[config.mk]
export PLATFORM = sky130hd
export DESIGN_NAME = id_ex_stage
export DESIGN_NICKNAME = d
export VERILOG_FILES = /design/src/rtl/cpu_pkg.sv /design/src/rtl/lu_hazard_detect.sv /design/src/rtl/id_ex_stage.sv
export SDC_FILE = /design/constraint.sdc
export NUM_CORES = 1
export LEC_CHECK = 0
export CAP_MARGIN = 25
export CORE_MARGIN = 1
export CORE_UTILIZATION = 35
export DETAILED_ROUTE_END_ITERATION = 7
export HOLD_SLACK_MARGIN = 0.1
export PLACE_DENSITY = 0.75
export REMOVE_ABC_BUFFERS = 1
export SLEW_MARGIN = 20
export SYNTH_ARGS = -nofsm -noshare
export SYNTH_HDL_FRONTEND = slang
export SYNTH_SLANG_ARGS = --single-unit
[constraint.sdc]
create_clock -name clk -period 6.9 [get_ports clk]
set_input_delay 2.07 -clock clk [delete_from_list [all_inputs] [get_ports clk]]
set_output_delay 2.07 -clock clk [all_outputs]
set_load 0.05 [all_outputs]
[src/rtl/cpu_pkg.sv]
// cpu_pkg
//   Shared definitions for the MIPS core pipeline: the width of the decoded
//   control bundle, the bit position of every field inside it, and the
//   register-zero specifier.
//   Bundle packing (MSB..LSB):
//     {RegDst[1:0], Jmp[1:0], DataC, Regwrite, AluSrc, Branch,
//      MemRead, MemWrite, MemtoReg, AluOperation[2:0]}
package cpu_pkg;

  localparam int CTRL_W = 14;

  localparam int CTRL_REGDST_HI = 13;
  localparam int CTRL_REGDST_LO = 12;
  localparam int CTRL_JMP_HI    = 11;
  localparam int CTRL_JMP_LO    = 10;
  localparam int CTRL_DATAC     = 9;
  localparam int CTRL_REGWRITE  = 8;
  localparam int CTRL_ALUSRC    = 7;
  localparam int CTRL_BRANCH    = 6;
  localparam int CTRL_MEMREAD   = 5;
  localparam int CTRL_MEMWRITE  = 4;
  localparam int CTRL_MEMTOREG  = 3;
  localparam int CTRL_ALUOP_HI  = 2;
  localparam int CTRL_ALUOP_LO  = 0;

  localparam logic [4:0] REG_ZERO = 5'd0;

endpackage

[src/rtl/lu_hazard_detect.sv]
// lu_hazard_detect
//   Combinational load-use hazard detector. Flags the case where the
//   instruction in EX is a load whose destination (rt) is read by the
//   instruction currently in ID.
// Ports
//   ex_valid    in   EX slot holds a real instruction
//   ex_memread  in   MemRead bit of the EX control bundle
//   ex_rt       in   rt specifier of the EX instruction (load destination)
//   id_valid    in   ID slot holds a real instruction
//   id_rs       in   rs specifier of the ID instruction
//   id_rt       in   rt specifier of the ID instruction
//   lu_hazard   out  ID must wait one cycle for the load result
module lu_hazard_detect
  import cpu_pkg::*;
(
  input  logic       ex_valid,
  input  logic       ex_memread,
  input  logic [4:0] ex_rt,
  input  logic       id_valid,
  input  logic [4:0] id_rs,
  input  logic [4:0] id_rt,
  output logic       lu_hazard
);

  // A load into $zero never produces a usable value, so it can never
  // create a dependency.
  always_comb begin
    lu_hazard = ex_valid & ex_memread & id_valid &
                (ex_rt != REG_ZERO) &
                ((ex_rt == id_rs) | (ex_rt == id_rt));
  end

endmodule

[src/rtl/id_ex_stage.sv]
// id_ex_stage
//   Decode-to-execute pipeline register. Captures the control bundle,
//   operands and register specifiers from ID every cycle, inserts a single
//   bubble on a load-use hazard, honours branch/jump flushes (remembering a
//   flush that arrives while EX is stalled) and counts load-use bubbles in a
//   saturating counter.
// Ports
//   clk, rst                    clock (rising edge), async active-high reset
//   id_valid, id_ctrl           ID instruction valid flag and control bundle
//   id_pc4, id_rd1, id_rd2,
//   id_imm                      ID operands (DATA_W each)
//   id_rs, id_rt, id_rd         ID register specifiers
//   flush                       taken branch/jump in EX; kill ID instruction
//   ex_stall                    EX/MEM not ready; hold the EX register
//   id_stall                    combinational hold request for IF/ID and PC
//   ex_valid, ex_ctrl, ex_pc4,
//   ex_rd1, ex_rd2, ex_imm,
//   ex_rs, ex_rt, ex_rd         registered EX copies of the ID fields
//   bubble_cnt                  saturating load-use bubble count (CNT_W)
module id_ex_stage
  import cpu_pkg::*;
#(
  parameter int DATA_W = 32,
  parameter int CNT_W  = 16
) (
  input  logic              clk,
  input  logic              rst,
  input  logic              id_valid,
  input  logic [CTRL_W-1:0] id_ctrl,
  input  logic [DATA_W-1:0] id_pc4,
  input  logic [DATA_W-1:0] id_rd1,
  input  logic [DATA_W-1:0] id_rd2,
  input  logic [DATA_W-1:0] id_imm,
  input  logic [4:0]        id_rs,
  input  logic [4:0]        id_rt,
  input  logic [4:0]        id_rd,
  input  logic              flush,
  input  logic              ex_stall,
  output logic              id_stall,
  output logic              ex_valid,
  output logic [CTRL_W-1:0] ex_ctrl,
  output logic [DATA_W-1:0] ex_pc4,
  output logic [DATA_W-1:0] ex_rd1,
  output logic [DATA_W-1:0] ex_rd2,
  output logic [DATA_W-1:0] ex_imm,
  output logic [4:0]        ex_rs,
  output logic [4:0]        ex_rt,
  output logic [4:0]        ex_rd,
  output logic [CNT_W-1:0]  bubble_cnt
);

  logic lu_hazard;
  logic pend_flush;

  lu_hazard_detect u_lu_hazard_detect (
    .ex_valid   (ex_valid),
    .ex_memread (ex_ctrl[CTRL_MEMREAD]),
    .ex_rt      (ex_rt),
    .id_valid   (id_valid),
    .id_rs      (id_rs),
    .id_rt      (id_rt),
    .lu_hazard  (lu_hazard)
  );

  // A hazard only holds ID when the ID instruction survives; a flush (live
  // or pending) kills it anyway, so there is nothing to wait for.
  always_comb begin
    id_stall = ex_stall | (lu_hazard & ~flush & ~pend_flush);
  end

  // Priority: stall holds everything, then flush, then hazard bubble, then
  // a normal load. A bubble zeroes the whole slot so no write, store,
  // branch or jump can leak downstream. A flush seen during a stall is
  // latched in pend_flush and applied on the first non-stalled edge.
  always_ff @(posedge clk or posedge rst) begin
    if (rst) begin
      ex_valid   <= 1'b0;
      ex_ctrl    <= '0;
      ex_pc4     <= '0;
      ex_rd1     <= '0;
      ex_rd2     <= '0;
      ex_imm     <= '0;
      ex_rs      <= '0;
      ex_rt      <= '0;
      ex_rd      <= '0;
      pend_flush <= 1'b0;
      bubble_cnt <= '0;
    end else if (ex_stall) begin
      pend_flush <= pend_flush | flush;
    end else if (flush | pend_flush | lu_hazard) begin
      ex_valid   <= 1'b0;
      ex_ctrl    <= '0;
      ex_pc4     <= '0;
      ex_rd1     <= '0;
      ex_rd2     <= '0;
      ex_imm     <= '0;
      ex_rs      <= '0;
      ex_rt      <= '0;
      ex_rd      <= '0;
      pend_flush <= 1'b0;
      // Only genuine load-use bubbles are counted, never flush bubbles.
      if (!(flush | pend_flush) && (bubble_cnt != '1)) begin
        bubble_cnt <= bubble_cnt + CNT_W'(1);
      end
    end else begin
      ex_valid <= id_valid;
      ex_ctrl  <= id_valid ? id_ctrl : '0;
      ex_pc4   <= id_pc4;
      ex_rd1   <= id_rd1;
      ex_rd2   <= id_rd2;
      ex_imm   <= id_imm;
      ex_rs    <= id_rs;
      ex_rt    <= id_rt;
      ex_rd    <= id_rd;
    end
  end

endmodule

### Yosys cells after proc, flatten, opt, wreduce, memory -nomap -nowiden

Cells that the tools add are included.

* ROM bits: 0
* memories: 0
* memory bits (writable): 0
* flip-flop bits (word level): 175
* output and inout bits: 175
* input bits: 162
* latch bits: 0
* logic and storage cells: 45

* reductions and logical operators: 5
* magnitude comparators: 0
* muxes and demuxes: 12
* add/sub/neg operators: 1
* shifts and indexed selects: 0
* bitwise operators: 13
* divide/modulo/power cells: 0
* eq/ne operators: 3
* $mul: 0

Operators with widths (number)
* $mux W32: 4
* $mux W14: 2
* $add A16 B1 Y16 const B: 1
* $ne A16 B16 Y1 const B: 1
* $mux W5: 3
* $eq A5 B5 Y1: 2
* $and A1 B1 Y1: 6
* $reduce_bool A5 Y1: 1
* $or A1 B1 Y1: 4
* $mux W1: 3
* $not A1 Y1: 3
* $reduce_and A3 Y1: 1
* $reduce_bool A2 Y1: 1
* $logic_and A1 B1 Y1: 1
* $logic_not A1 Y1: 1

### Logic depth before layout (Yosys ltp)

Gate-level depths: netlist of run 1.

* word-level depth: 7
* gate-level depth with buffers: 7
* mapped depth without buffers: 6

### Modules after synthesis

A second synthesis of run 1 with hierarchy kept.

* cells, all modules: 446
* area, all modules: 6482.5 um2

By module, submodules not included
* id_ex_stage: instances 1, seq. area each 4379.2 um2, area an instance 6353.6 um2, cells each 429
* lu_hazard_detect: instances 1, seq. area each 0.0 um2, area an instance 128.9 um2, cells each 17

### Worst setup path before layout of run 1

Ideal clock, no wire load.

* path type: input port to output port
* start point: in id_rs[4]
* end point: out id_stall
* arrival time: 3.316 ns
* buffers on the path: 1
* stages on the path: 5
* path slack: 1.514 ns
* path through: xnor2_1 nand3_1 o22ai_2 clkbuf_1 a31o_2

* word-level cells in the longest chain between the ends: 6

RTL lines
* from (decl): RTL line id_ex_stage.sv:34 `input logic [4:0] id_rs,`
* $eq A5 B5 Y1: RTL line lu_hazard_detect.sv:30 `((ex_rt == id_rs) | (ex_rt == id_rt));`
* $or A1 B1 Y1: RTL line lu_hazard_detect.sv:30
* $and A1 B1 Y1: RTL line lu_hazard_detect.sv:29 `(ex_rt != REG_ZERO) &`
* $and A1 B1 Y1 (2 in series): RTL line id_ex_stage.sv:68 `id_stall = ex_stall | (lu_hazard & ~flush & ~pend_flush);`
* $or A1 B1 Y1: RTL line id_ex_stage.sv:68
* to (decl): RTL line id_ex_stage.sv:39 `output logic id_stall,`

No other way between the ends.

### Worst setup path after layout of run 1

* start point: in id_rs[0]
* end point: out id_stall

The elaborated chain is that of the path after synthesis.

==> flow_summary.yaml, run 1 <==
power:
  pwr-share-comb: 0.230
  power_density_nw_per_um2: 246
  switching_share: 0.311
  internal_power_w: 0.00180
  p_clk_frac: 0.336
  cellLeakagePower_nw: 4.63
  ir_worst_vdd_v: 0.000157
  p_switching_w: 0.000814
  seq_power_share: 0.433
worst_setup_path:
  crit_path_start_kind: "primary input"
  crit_type: "primary input to output port"
  cp.arrival_ns: 3.63
  path_max_fanout: 19
  startpoint: "id_rs[0]"
  crit_path_end_kind: "output port"
  r2r_start: "ex_rt[0]$_DFFE_PP0N_"
  crit_required_ns: 4.83
clock_tree:
  clock_latency_ns: 0.43
  clkTransAtPathRegs_ns: 0.06
  cts_resized: 0
  clock_path_buffers: 2
  htreeDepth: 4
  cts_tree: "yes"
  cts-root-buf: "clkbuf_16"
  cts_made_buffers: 17
  cts_setup_buffers: 0
  clock_sinks: 175
  cts_hold_buf: 0
timing:
  tightest_slew_ns: 1.00
  rsz0062_at_grt: "no"
  period_share: 0.826
  slew_viol_final: 0
  setup_viol: 0
  finClkSkew_ns: 0.0171
  hold_viol: 0
  max-slew-margin-rel: 0.330
  finalCriticalPeriod_ns: 5.70
  hold_ws_ns: 0.489
  final.setup.tns_ns: 0
  max_freq_mhz: 176
run:
  max_cap_violations: 0
global_routing:
  grt_pass1_vias: 5667
  gr-usage-all-layers: 0.208
  overflow: 0
  grt_max_degree: 100
  grt_pass1_wl_um: 31300
  antenna_found_initial: 0
worst_hold_path:
  holdCritPathClass: "flop to flop"
  min_from: "ex_ctrl[13]$_DFFE_PP0N_"
yosys:
  synthXorXnorAreaFrac: 0.0306
  synth_compound_area_frac: 0.225
  synth_top_area_frac: 0.664
  synth_cell_types: 30
  yosysSeqAreaShare: 0.664
  yosys-top-cells-area: "dfrtp_1 66%, a22o_1 19%, xnor2_1 3.1%, a32o_1 2.1%, buf_4 1.7%"
  muxShareOfSynthArea: 0.00171
  synthAdderAreaFrac: 0.00190
  syn_inst: 459
  async_reset_ff_frac: 1.00
  synth_top_family_by_area: "compound AO/OA/AOI/OAI gates"
  yosys.area_share.simple: 0.0448
  avgSynthCellArea_um2: 14.4
  synth-seq-cells: 175
  netlist_area_um2: 6590
  ys.warnings.count: 0
  yosys.area.top_type: "dfrtp_1"
  ys.flop_type: "dfrtp_1"
  synth_edf_count: 0
cells_and_area:
  final_core_util: 0.584
  layout_commonest_cell: "clkdlybuf4s50_1"
  layout_common_cells: "334 x clkdlybuf4s50_1, 175 x dfrtp_1, 144 x a22o_1, 23 x xnor2_1, 17 x clkbuf_16"
  diodes: 0
  final_area_um2: 10600
  area.growth.synth_to_final_pct: 61.4
  instances_no_fill: 1025
  drive_gt1_frac: 0.0628
  nFillCells: 1434
  finalNetCount: 946
drt:
  via_per_inst: 5.23
  wire_per_inst_um: 19.6
  first_pass_iters: 8
  drt_wl_total_um: 20100
  drt_iter0_markers: 292
  vias: 5363
  remaining_drc_errors: 14
  postRouteAntennaNets: 0
placed_design:
  io_buffer_count: 336
  dp_hpwl_um: 14400
  placed_cell_area_um2: 10100
  dp_cells: 993
  finalWeightedCongestion: 0.851
floorplanning:
  die_area_um2: 19400
  io_pins: 337
  core_um2: 18200
  initial_utilization: 0.362
  dieHeight_um: 139
  rows: 49
  die_x_um: 139
outcome:
  violations: "design-rule violations"
  status: "complete, but fails checks"
synthesized netlist by cell type (2+ instances only):
cell and instances:
dfrtp_1 175, a22o_1 144, xnor2_1 23, clkbuf_1 20, buf_4 15, a32o_1 14, nand3_1 13, nand2_1 8
and3_1 7, nand4_1 6, nor2_1 5, nor3_1 5, a21oi_1 3, buf_2 3, and4_1 2, nand4b_1 2
sequential cells by signal (all words and copies together), names as in the netlist:
signal      cells
ex_ctrl        14
ex_pc4         32
ex_rs           5
ex_imm         32
pend_flush      1
ex_rd2         32
ex_rt           5
ex_rd1         32
bubble_cnt     16
ex_valid        1
ex_rd           5
critical path, cell delays in order:
cell and delay, ns:
clkdlybuf4s50_1 0.50, xnor2_1 0.14, nand3_1 0.11, o22ai_2 0.17, buf_4 0.25, a31o_2 0.18
buf_4 0.19
cells by family after synthesis:
logic type                 count (synthesis)
DFF                                      175
buffers and inverters                     40
and+or+nand+nor                           53
AOI/OAI and AO/OA                        166
adders and majority gates                  1
xor gates and xnor gates                  23
muxes                                      1
power groups by stage:
stage          clock network (W)  registers (W)  logic [W]
2_1_floorplan                  0        0.00137  0.0000996
3_3_place_gp                   0        0.00115   0.000599
3_5_place_dp                   0        0.00115   0.000607
4_1_cts                 0.000905        0.00113   0.000608
5_1_grt                 0.000950        0.00114   0.000628
6_report                0.000879        0.00113   0.000602
routing by layer:
layer | up-vias | share of wire | GRT usage
li1 | 2409 | - | -
met2 | 219 | 0.52 | 0.353
met1 | 2707 | 0.39 | 0.244
met3 | 28 | 0.070 | 0.0657
met5 | - | 0 | 0
met4 | 0 | 0.021 | 0.0842
final cells by class:
class	count	area [µm²]	share of cell area
timing repair buffer	343	3420	0.322
multi-input combinational	244	2000	0.188
sequential	175	4380	0.412
clock inverter	15	111	0.0105
tap	229	287	0.0269
inverter	2	12.5	0.00118
clock buffer	17	425	0.0400
final timing paths:
check | end | cells after the start | slack, ns
hold / removal | ex_ctrl[13]$_DFFE_PP0N_ | 1 | 0.49
max in group asynchronous | ex_imm[20]$_DFFE_PP0N_ | 3 | 3.74
setup reg to reg | ex_rd2[21]$_DFFE_PP0N_ | 6 | 3.92
min in group asynchronous | ex_rd1[19]$_DFFE_PP0N_ | 2 | 2.13
setup / recovery | id_stall | 7 | 1.20
hold reg to reg | ex_ctrl[13]$_DFFE_PP0N_ | 1 | 0.49
stage by stage:
stage	power, W	setup WS (ns)
after floorplan	0.00147	0.0848
after global placement	0.00175	1.25
after detailed placement	0.00176	1.22
after CTS	0.00265	1.22
after global routing	0.00272	1.13
final	0.00261	1.20
Power figures use the tool's default switching activity.
==> run 2, diff against run 1 <==
Clock period 6.9 ns to 4.8 ns, I/O delays scaled along.
==> run 2 against run 1 <==
Compared with the run above: critical endpoint unchanged; die area is the same; power increased by 50%; the run still ends with design-rule violations left; global-route usage up 0.14 points; largest cell class unchanged; non-clock buffer count is 2 higher; first-iteration DRC count down 11%; critical path depth decreased by 1; register-to-register slack worse by 1.6 ns; flip-flop and latch count did not move; utilization up 0.63 points.
==> flow_summary.yaml, run 2 (synthesis results as in run 1) <==
global_routing:
  grt_pass1_wl_um: 31600
  gr-usage-all-layers: 0.209
  overflow: 0
  grt_pass1_vias: 5707
  antenna_found_initial: 0
  grt_max_degree: 84
drt:
  wire_per_inst_um: 19.5
  drt_wl_total_um: 20100
  via_per_inst: 5.22
  routed.top_layer: "met4"
  wl_met3_um: 1540
  vias: 5362
  wl_met2_um: 10000
  postRouteAntennaNets: 0
  remaining_drc_errors: 14
  drt_iter0_markers: 260
  wl_met1_um: 7930
  first_pass_iters: 6
clock_tree:
  cts-root-buf: "clkbuf_16"
  cts_hold_buf: 0
  cts_tree: "yes"
  cts_made_buffers: 17
  htreeDepth: 4
  clkTransAtPathRegs_ns: 0.07
  clock_path_buffers: 2
  cts_setup_buffers: 0
  clock_latency_ns: 0.42
  cts_resized: 0
  clock_sinks: 175
outcome:
  violations: "design-rule violations"
  status: "complete, but fails checks"
floorplanning:
  dieHeight_um: 139
  core_um2: 18200
  rows: 49
  die_area_um2: 19400
  die_x_um: 139
  io_pins: 337
  initial_utilization: 0.362
run:
  max_cap_violations: 0
worst_setup_path:
  crit_chain: "clkdlybuf4s50_1 -> xnor2_1 -> nand3_1 -> o22ai_2 -> a31o_2 -> buf_12"
  cpPeakStageDelay_ns: 0.51
  crit_slowest_cell: "clkdlybuf4s50_1"
  crit_required_ns: 3.36
  cp.arrival_ns: 2.72
  path_max_fanout: 2
  crit_path_start_kind: "primary input"
  crit_path_end_kind: "output port"
  crit_type: "primary input to output port"
timing:
  tightest_slew_ns: 0.794
  rsz0062_at_grt: "no"
  max_freq_mhz: 241
  slew_viol_final: 0
  hold_ws_ns: 0.497
  finalCriticalPeriod_ns: 4.16
  hold_viol: 0
  finClkSkew_ns: 0.00891
  setup_viol: 0
  max-slew-margin-rel: 0.471
  period_share: 0.866
  final.setup.tns_ns: 0
worst_hold_path:
  holdCritPathClass: "flop to flop"
cells_and_area:
  layout_commonest_cell: "clkdlybuf4s50_1"
  diodes: 0
  drive_gt1_frac: 0.0652
  layout_common_cells: "334 x clkdlybuf4s50_1, 175 x dfrtp_1, 144 x a22o_1, 23 x xnor2_1, 17 x clkbuf_16"
  area.growth.synth_to_final_pct: 63.1
  finalNetCount: 948
power:
  power_density_nw_per_um2: 364
  cellLeakagePower_nw: 4.67
  ir_worst_vdd_v: 0.000245
placed_design:
  dp_hpwl_um: 14400
  finalWeightedCongestion: 0.853
  io_buffer_count: 336
==> run 2: cell count changes in the layout (fill, tap and decap cells not counted), sizes merged <==
cell	previous run	this run
clkinvlp	0	1
inv	7	11
clkinv	10	3
bufinv	0	2
buf	9	11
==> run 2: path summary, 6_finish.rpt <==
path	from	to	depth (start not counted)	slack (ns)
max	id_rs[2]	id_stall	6	0.64
max in group asynchronous	rst	ex_pc4[27]$_DFFE_PP0N_	3	2.38
max reg2reg	ex_rt[0]$_DFFE_PP0N_	ex_ctrl[2]$_DFFE_PP0N_	6	2.29
min	ex_ctrl[7]$_DFFE_PP0N_	ex_ctrl[7]$_DFFE_PP0N_	1	0.50
min reg2reg	ex_ctrl[7]$_DFFE_PP0N_	ex_ctrl[7]$_DFFE_PP0N_	1	0.50
min in group asynchronous	rst	ex_rd1[1]$_DFFE_PP0N_	2	1.55
==> run 2: per-stage QoR <==
| stage | power (W) | setup slack (ns) | cells | utilization | cell area, µm² |
|---|---|---|---|---|---|
| floorplan | 0.00212 | -1.39 | 421 | - | 6390 |
| global placement | 0.00252 | 0.661 | 995 | 0.558 | 10200 |
| detailed placement | 0.00253 | 0.635 | 995 | 0.558 | 10200 |
| CTS | 0.00395 | 0.633 | 1027 | 0.591 | 10800 |
| global route | 0.00405 | 0.595 | 1027 | 0.591 | 10800 |
| finish | 0.00391 | 0.643 | 1027 | 0.591 | 10800 |
==> run 2: area by class of cell <==
type	instances	area (µm²)
clock buffer	17	425
fill	1420	7450
timing repair buffer	345	3480
multi-input combinational	244	2000
sequential	175	4380
inverter	2	12.5
tap	229	287
clock inverter	15	173
==> run 2: critical path: cells and delay by family <==
kind,cells,cell delay [ns]
AOI/OAI and AO/OA,2,0.40
xor gates and xnor gates,1,0.13
buffers and inverters,2,0.65
and+or+nand+nor,1,0.10
==> run 2: layer usage <==
layer | global-route usage | vias to the layer above
met5 | 0 | -
met4 | 0.0825 | 0
met3 | 0.0709 | 40
met2 | 0.351 | 225
met1 | 0.247 | 2683
li1 | - | 2414
==> run 2: report_power, final <==
group / total [W] / switching [W] / internal, W
Combinational: 0.000873 / 0.000517 / 0.000356
Clock: 0.00141 / 0.000623 / 0.000788
Sequential: 0.00163 / 0.0000601 / 0.00157
Total: 0.00391 / 0.00120 / 0.00271
==> run 3, diff against run 2 <==
Settings changed: SLEW_MARGIN 20 to unset.
==> results of run 3 <==
Same layout as run 2: the final DEF is identical, and so are final timing and power.
